==> config.mk <==
export PLATFORM = sky130hd
export DESIGN_NAME = fetch_queue
export DESIGN_NICKNAME = d
export VERILOG_FILES = /design/src/rtl/fetch_queue_pkg.sv /design/src/rtl/fetch_queue.sv
export SDC_FILE = /design/constraint.sdc
export NUM_CORES = 1
export LEC_CHECK = 0
export ABC_CLOCK_PERIOD_IN_PS = 8100
export BUFFER_PORTS_ARGS = -buffer_cell sky130_fd_sc_hd__buf_2
export CAP_MARGIN = 20
export CORE_MARGIN = 5
export CORE_UTILIZATION = 54
export DETAILED_ROUTE_END_ITERATION = 10
export PLACE_DENSITY_LB_ADDON = 0.3
export SETUP_SLACK_MARGIN = 0.4
export SYNTH_ARGS = -nofsm -noshare
export SYNTH_HDL_FRONTEND = slang
export SYNTH_SLANG_ARGS = --single-unit
==> constraint.sdc <==
create_clock -name clk -period 8.1 [get_ports clk]
set_input_delay 0.81 -clock clk [delete_from_list [all_inputs] [get_ports clk]]
set_output_delay 0.81 -clock clk [all_outputs]
set_load 0.02 [all_outputs]
==> src/rtl/fetch_queue_pkg.sv <==
// Shared types for the fetch queue: the fetch-to-issue packet and its width.
package fetch_queue_pkg;

    typedef struct packed {
        logic [31:0] pc;
        logic [31:0] instr;
    } pipe_in_t;

    localparam int PIPE_IN_W = $bits(pipe_in_t);

endpackage

==> src/rtl/fetch_queue.sv <==
// Circular FIFO decoupling fetch from the rs_scheduler issue stage.
// Status outputs come from registered count only; deq_data reads storage at head.
module fetch_queue
    import fetch_queue_pkg::*;
#(
    parameter int DEPTH = 4
) (
    input  logic                       clk,
    input  logic                       reset,
    input  logic                       flush,
    input  logic                       enq_valid,
    input  pipe_in_t                   enq_data,
    output logic                       enq_ready,
    output logic                       deq_valid,
    output pipe_in_t                   deq_data,
    input  logic                       deq_ready,
    output logic [$clog2(DEPTH):0]     count,
    output logic                       full,
    output logic                       empty
);

    localparam int PW = $clog2(DEPTH);
    localparam int CW = PW + 1;

    // Handshake: a transfer fires on a cycle where valid and ready are both
    // high at the rising edge. enq_ready depends only on count, so a full queue
    // never accepts a packet, even while its head is being dequeued.
    pipe_in_t          mem [DEPTH];
    logic [PW-1:0]     head;
    logic [PW-1:0]     tail;
    logic              enq_fire;
    logic              deq_fire;

    assign full      = (count == CW'(DEPTH));
    assign empty     = (count == '0);
    assign enq_ready = ~full;
    assign deq_valid = ~empty;
    assign enq_fire  = enq_valid & enq_ready;
    assign deq_fire  = deq_valid & deq_ready;

    // Gating by empty hides stale storage, so the array needs no reset.
    assign deq_data  = empty ? pipe_in_t'('0) : mem[head];

    always_ff @(posedge clk) begin
        if (!reset) begin
            head  <= '0;
            tail  <= '0;
            count <= '0;
        end else if (flush) begin
            head  <= '0;
            tail  <= '0;
            count <= '0;
        end else begin
            if (enq_fire) begin
                tail <= tail + PW'(1);
            end
            if (deq_fire) begin
                head <= head + PW'(1);
            end
            if (enq_fire && !deq_fire) begin
                count <= count + CW'(1);
            end else if (!enq_fire && deq_fire) begin
                count <= count - CW'(1);
            end
        end
    end

    always_ff @(posedge clk) begin
        if (reset && !flush && enq_fire) begin
            mem[tail] <= enq_data;
        end
    end

endmodule

==> results.sh <==
export IMPL_status="finished, final reports clean"
export IMPL_worst_hold_path_type="flip-flop to flip-flop"
export IMPL_ys_warn_count=0
export IMPL_dr_pass1_iters=4
export IMPL_vias=4795
export IMPL_fin_worst_skew_ps=7.08
export IMPL_critical_path_depth=4
export IMPL_drc=0
export IMPL_switching_share_pct=22.6
export IMPL_grt_use_total_pct=17.3
export IMPL_port_buffers=139
export IMPL_start_kind="flip-flop"
export IMPL_worst_path_buf_inv=2
export IMPL_power_frac_comb_pct=9.8
export IMPL_cp_arrival_ps=2890
export IMPL_viasPerCell=5.58
export IMPL_power_switching_w=0.000662
export IMPL_cp_top_family="buffers and inverters"
export IMPL_gr_total_overflow=0
export IMPL_cts_path_max_buffers=3
export IMPL_clkSinkCount=265
export IMPL_crit_fanout=35
export IMPL_layout_nets=679
export IMPL_tightest_slew_ps=1020
export IMPL_fin_tns_setup_ps=0
export IMPL_critical_path_class="flip-flop to output port"
export IMPL_die_h_um=147
export IMPL_slowest_stage="dfxtp_4"
export IMPL_synth_distinct_cells=32
export IMPL_synth_cells=458
export IMPL_cts_made_buffers=27
export IMPL_clock_fmax_mhz=270
export IMPL_setup_viol=0
export IMPL_crit_path_end_kind="output port"
export IMPL_cts_setup_buffers=0
export IMPL_grt_pass1_wl_um=29400
export IMPL_drive_above_1_share_pct=40.4
export IMPL_hold_viol=0
export IMPL_antenna_found_initial=4
export IMPL_vdd_drop_max_mv=0.209
export IMPL_internal_power_w=0.00226
export IMPL_grt_pass1_vias=5388
export IMPL_cts_tree="done"
export IMPL_relSlewSlack_pct=32.2
export IMPL_avgSynthCellArea_um2=22.1
export IMPL_power_share_clock_pct=37.8
export IMPL_rr_startpoint="count[0]$_SDFFE_PP0P_"
export IMPL_synth_seq_cells=265
export IMPL_synth_nets=533
export IMPL_rsz0062_at_grt="false"
export IMPL_fin_crit_sh_pct=45.7
export IMPL_ant_nets=0
export IMPL_path_cells="buf_4, mux4_2, and2_1, buf_2"
export IMPL_grt_max_degree=65
export IMPL_dpl_cell_area_um2=11100
export IMPL_cpPeakStageDelay_ps=740
export IMPL_clk_pin_slew_worst_paths_ps=60
export IMPL_h_tree_depth=1
export IMPL_fin_crit_ps=3700
export IMPL_finalWirelength_um=18400
export IMPL_io_pins=140
export IMPL_worstPathRequired_ps=7290
export IMPL_critPathCapture="deq_data[29]"
export IMPL_powerDensity_nw_per_um2=247
export IMPL_first_iter_violations=255
export IMPL_seq_area_um2=7880
export IMPL_wire_per_inst_um=21.4
export IMPL_r2r_slack_ps=5750
export IMPL_place_gp_congestion=0.684
export IMPL_worstSkewPairLatency_ps=510
export IMPL_dieArea_um2=21600
export IMPL_ctsHoldBuffers=0
export IMPL_cts_repair_resize_count=0
export IMPL_netlist_area_um2=10100
export IMPL_core_um2=18600
export IMPL_synth_seq_area_share_pct=77.6
export IMPL_cap_violations=0
export IMPL_cts_root_buffer="clkbuf_16"
export IMPL_synthToLayoutAreaGrowth_pct=16.8
export IMPL_p_leak_nw=4.07
export IMPL_r2r_cells=8
export IMPL_die_width_um=147
export IMPL_pwr_share_seq_pct=52.4
export IMPL_rows=50
export IMPL_multiInputGateArea_um2=2140
export IMPL_timing_max_transition_violations_final=0
export IMPL_hpwlAfterDp_um=10400
export IMPL_design_area_um2=11800
export IMPL_r2r_end="count[2]$_SDFFE_PP0P_"
export IMPL_start_util_pct=54.6
export IMPL_fill_cells=1294
-- cells by family (layout without fill, tap and decap cells) --
group | count (synthesis) | count (layout) | synth area share [%]
AOI/OAI and AO/OA | 8 | 8 | 0.531
xor gates and xnor gates | 3 | 3 | 0.259
adders and majority gates | 6 | 6 | 0.814
buffers and inverters | 29 | 195 | 1.47
DFF | 265 | 265 | 77.6
muxes | 65 | 65 | 14.3
other | 0 | 2 | 0
and+or+nand+nor | 82 | 82 | 5.03
-- per-stage QoR --
step           power, W  std cells  hold WS [ps]  util (%)  setup WS, ps
6_report        0.00293        860           500      63.8          4400
3_5_place_dp    0.00186        809           488      59.5          4820
4_1_cts         0.00296        858           491      63.7          4260
5_1_grt         0.00305        860           490      63.8          4080
2_1_floorplan   0.00174        458           459         -          5050
3_3_place_gp    0.00184        808           463      59.4          4800
-- area by class of cell --
class | instances | share of cell area (%)
clock inverter | 12 | 0.507
clock buffer | 37 | 6.19
inverter | 5 | 0.158
timing repair buffer | 141 | 6.10
multi-input combinational | 164 | 18.1
tap | 234 | 2.47
sequential | 265 | 66.5
antenna | 2 | 0.0422
-- worst reg2reg max path, cell delays in order (launching register included) --
cell and delay (ps):
dfxtp_1 450, or3b_1 290, and2_4 220, ha_1 180, inv_1 60, fa_1 370, xor2_1 150, or3_2 420
a21oi_1 140
-- flip-flops by register name, summed over array words and instances, names as in the netlist, named ones only --
| name | count |
|---|---|
| count | 3 |
| mem | 256 |
| tail | 2 |
| head | 2 |
-- power groups by stage --
stage / registers [W] / clock network (W) / logic, W
floorplan: 0.00156 / 0 / 0.000182
global placement: 0.00156 / 0 / 0.000283
detailed placement: 0.00156 / 0 / 0.000293
CTS: 0.00153 / 0.00113 / 0.000295
global route: 0.00153 / 0.00120 / 0.000312
finish: 0.00153 / 0.00111 / 0.000288
-- cells in the mapped netlist --
cell type / count / share of area [%]
nand4_1: 1 / 0.062
and2_4: 1 / 0.086
nor2_1: 4 / 0.15
o31ai_1: 1 / 0.074
or3_2: 2 / 0.15
ha_1: 5 / 0.62
and3_2: 3 / 0.22
fa_1: 1 / 0.20
buf_2: 1 / 0.049
edfxtp_1: 256 / 76
or3_1: 1 / 0.062
mux4_2: 64 / 14
xor2_1: 3 / 0.26
o21ai_0: 2 / 0.099
nor2b_1: 1 / 0.062
a21oi_1: 3 / 0.15
and3_1: 1 / 0.062
o31ai_2: 1 / 0.12
nand3_1: 1 / 0.049
a21o_2: 1 / 0.086
and2_1: 64 / 3.9
buf_1: 6 / 0.22
clkbuf_1: 8 / 0.30
clkbuf_2: 1 / 0.049
mux2i_1: 1 / 0.099
buf_6: 2 / 0.22
dfxtp_1: 9 / 1.8
nand2_1: 1 / 0.037
nand2b_1: 1 / 0.062
inv_1: 5 / 0.19
or3b_1: 1 / 0.086
buf_4: 6 / 0.44
-- per-layer routing --
metal	routed length [um]	global-route usage, %	up-vias
li1	-	-	2151
met4	258	3.96	4
met1	7450	22.1	2503
met3	974	3.76	25
met2	9690	30.7	112
met5	21	0	-
-- how the worst min path moves through the flow --
stage,endpoint,cells past startpoint,startpoint,slack [ps]
3_3_place_gp,flip-flop,2,head[1]$_SDFFE_PP0P_,460
2_1_floorplan,flip-flop,2,head[1]$_SDFFE_PP0P_,460
6_report,flip-flop,2,head[1]$_SDFFE_PP0P_,500
3_5_place_dp,flip-flop,2,head[1]$_SDFFE_PP0P_,490
5_1_grt,mem[2][14]$_DFFE_PP_,1,enq_data[14],490
4_1_cts,mem[3][5]$_DFFE_PP_,1,enq_data[5],490
-- layout by cell type (no fill, tap or decap), drive strengths merged, types with 2 or more instances in the layout --
cell,Yosys,routed
mux4,64,64
clkinv,0,11
o31ai,2,2
or3,3,3
clkbuf,9,37
buf,15,141
and2,65,65
nor2,4,4
inv,5,6
a21oi,3,3
o21ai,2,2
diode,0,2
edfxtp,256,256
xor2,3,3
ha,5,5
dfxtp,9,9
and3,4,4
No activity file was read; power rests on OpenSTA's default activity.
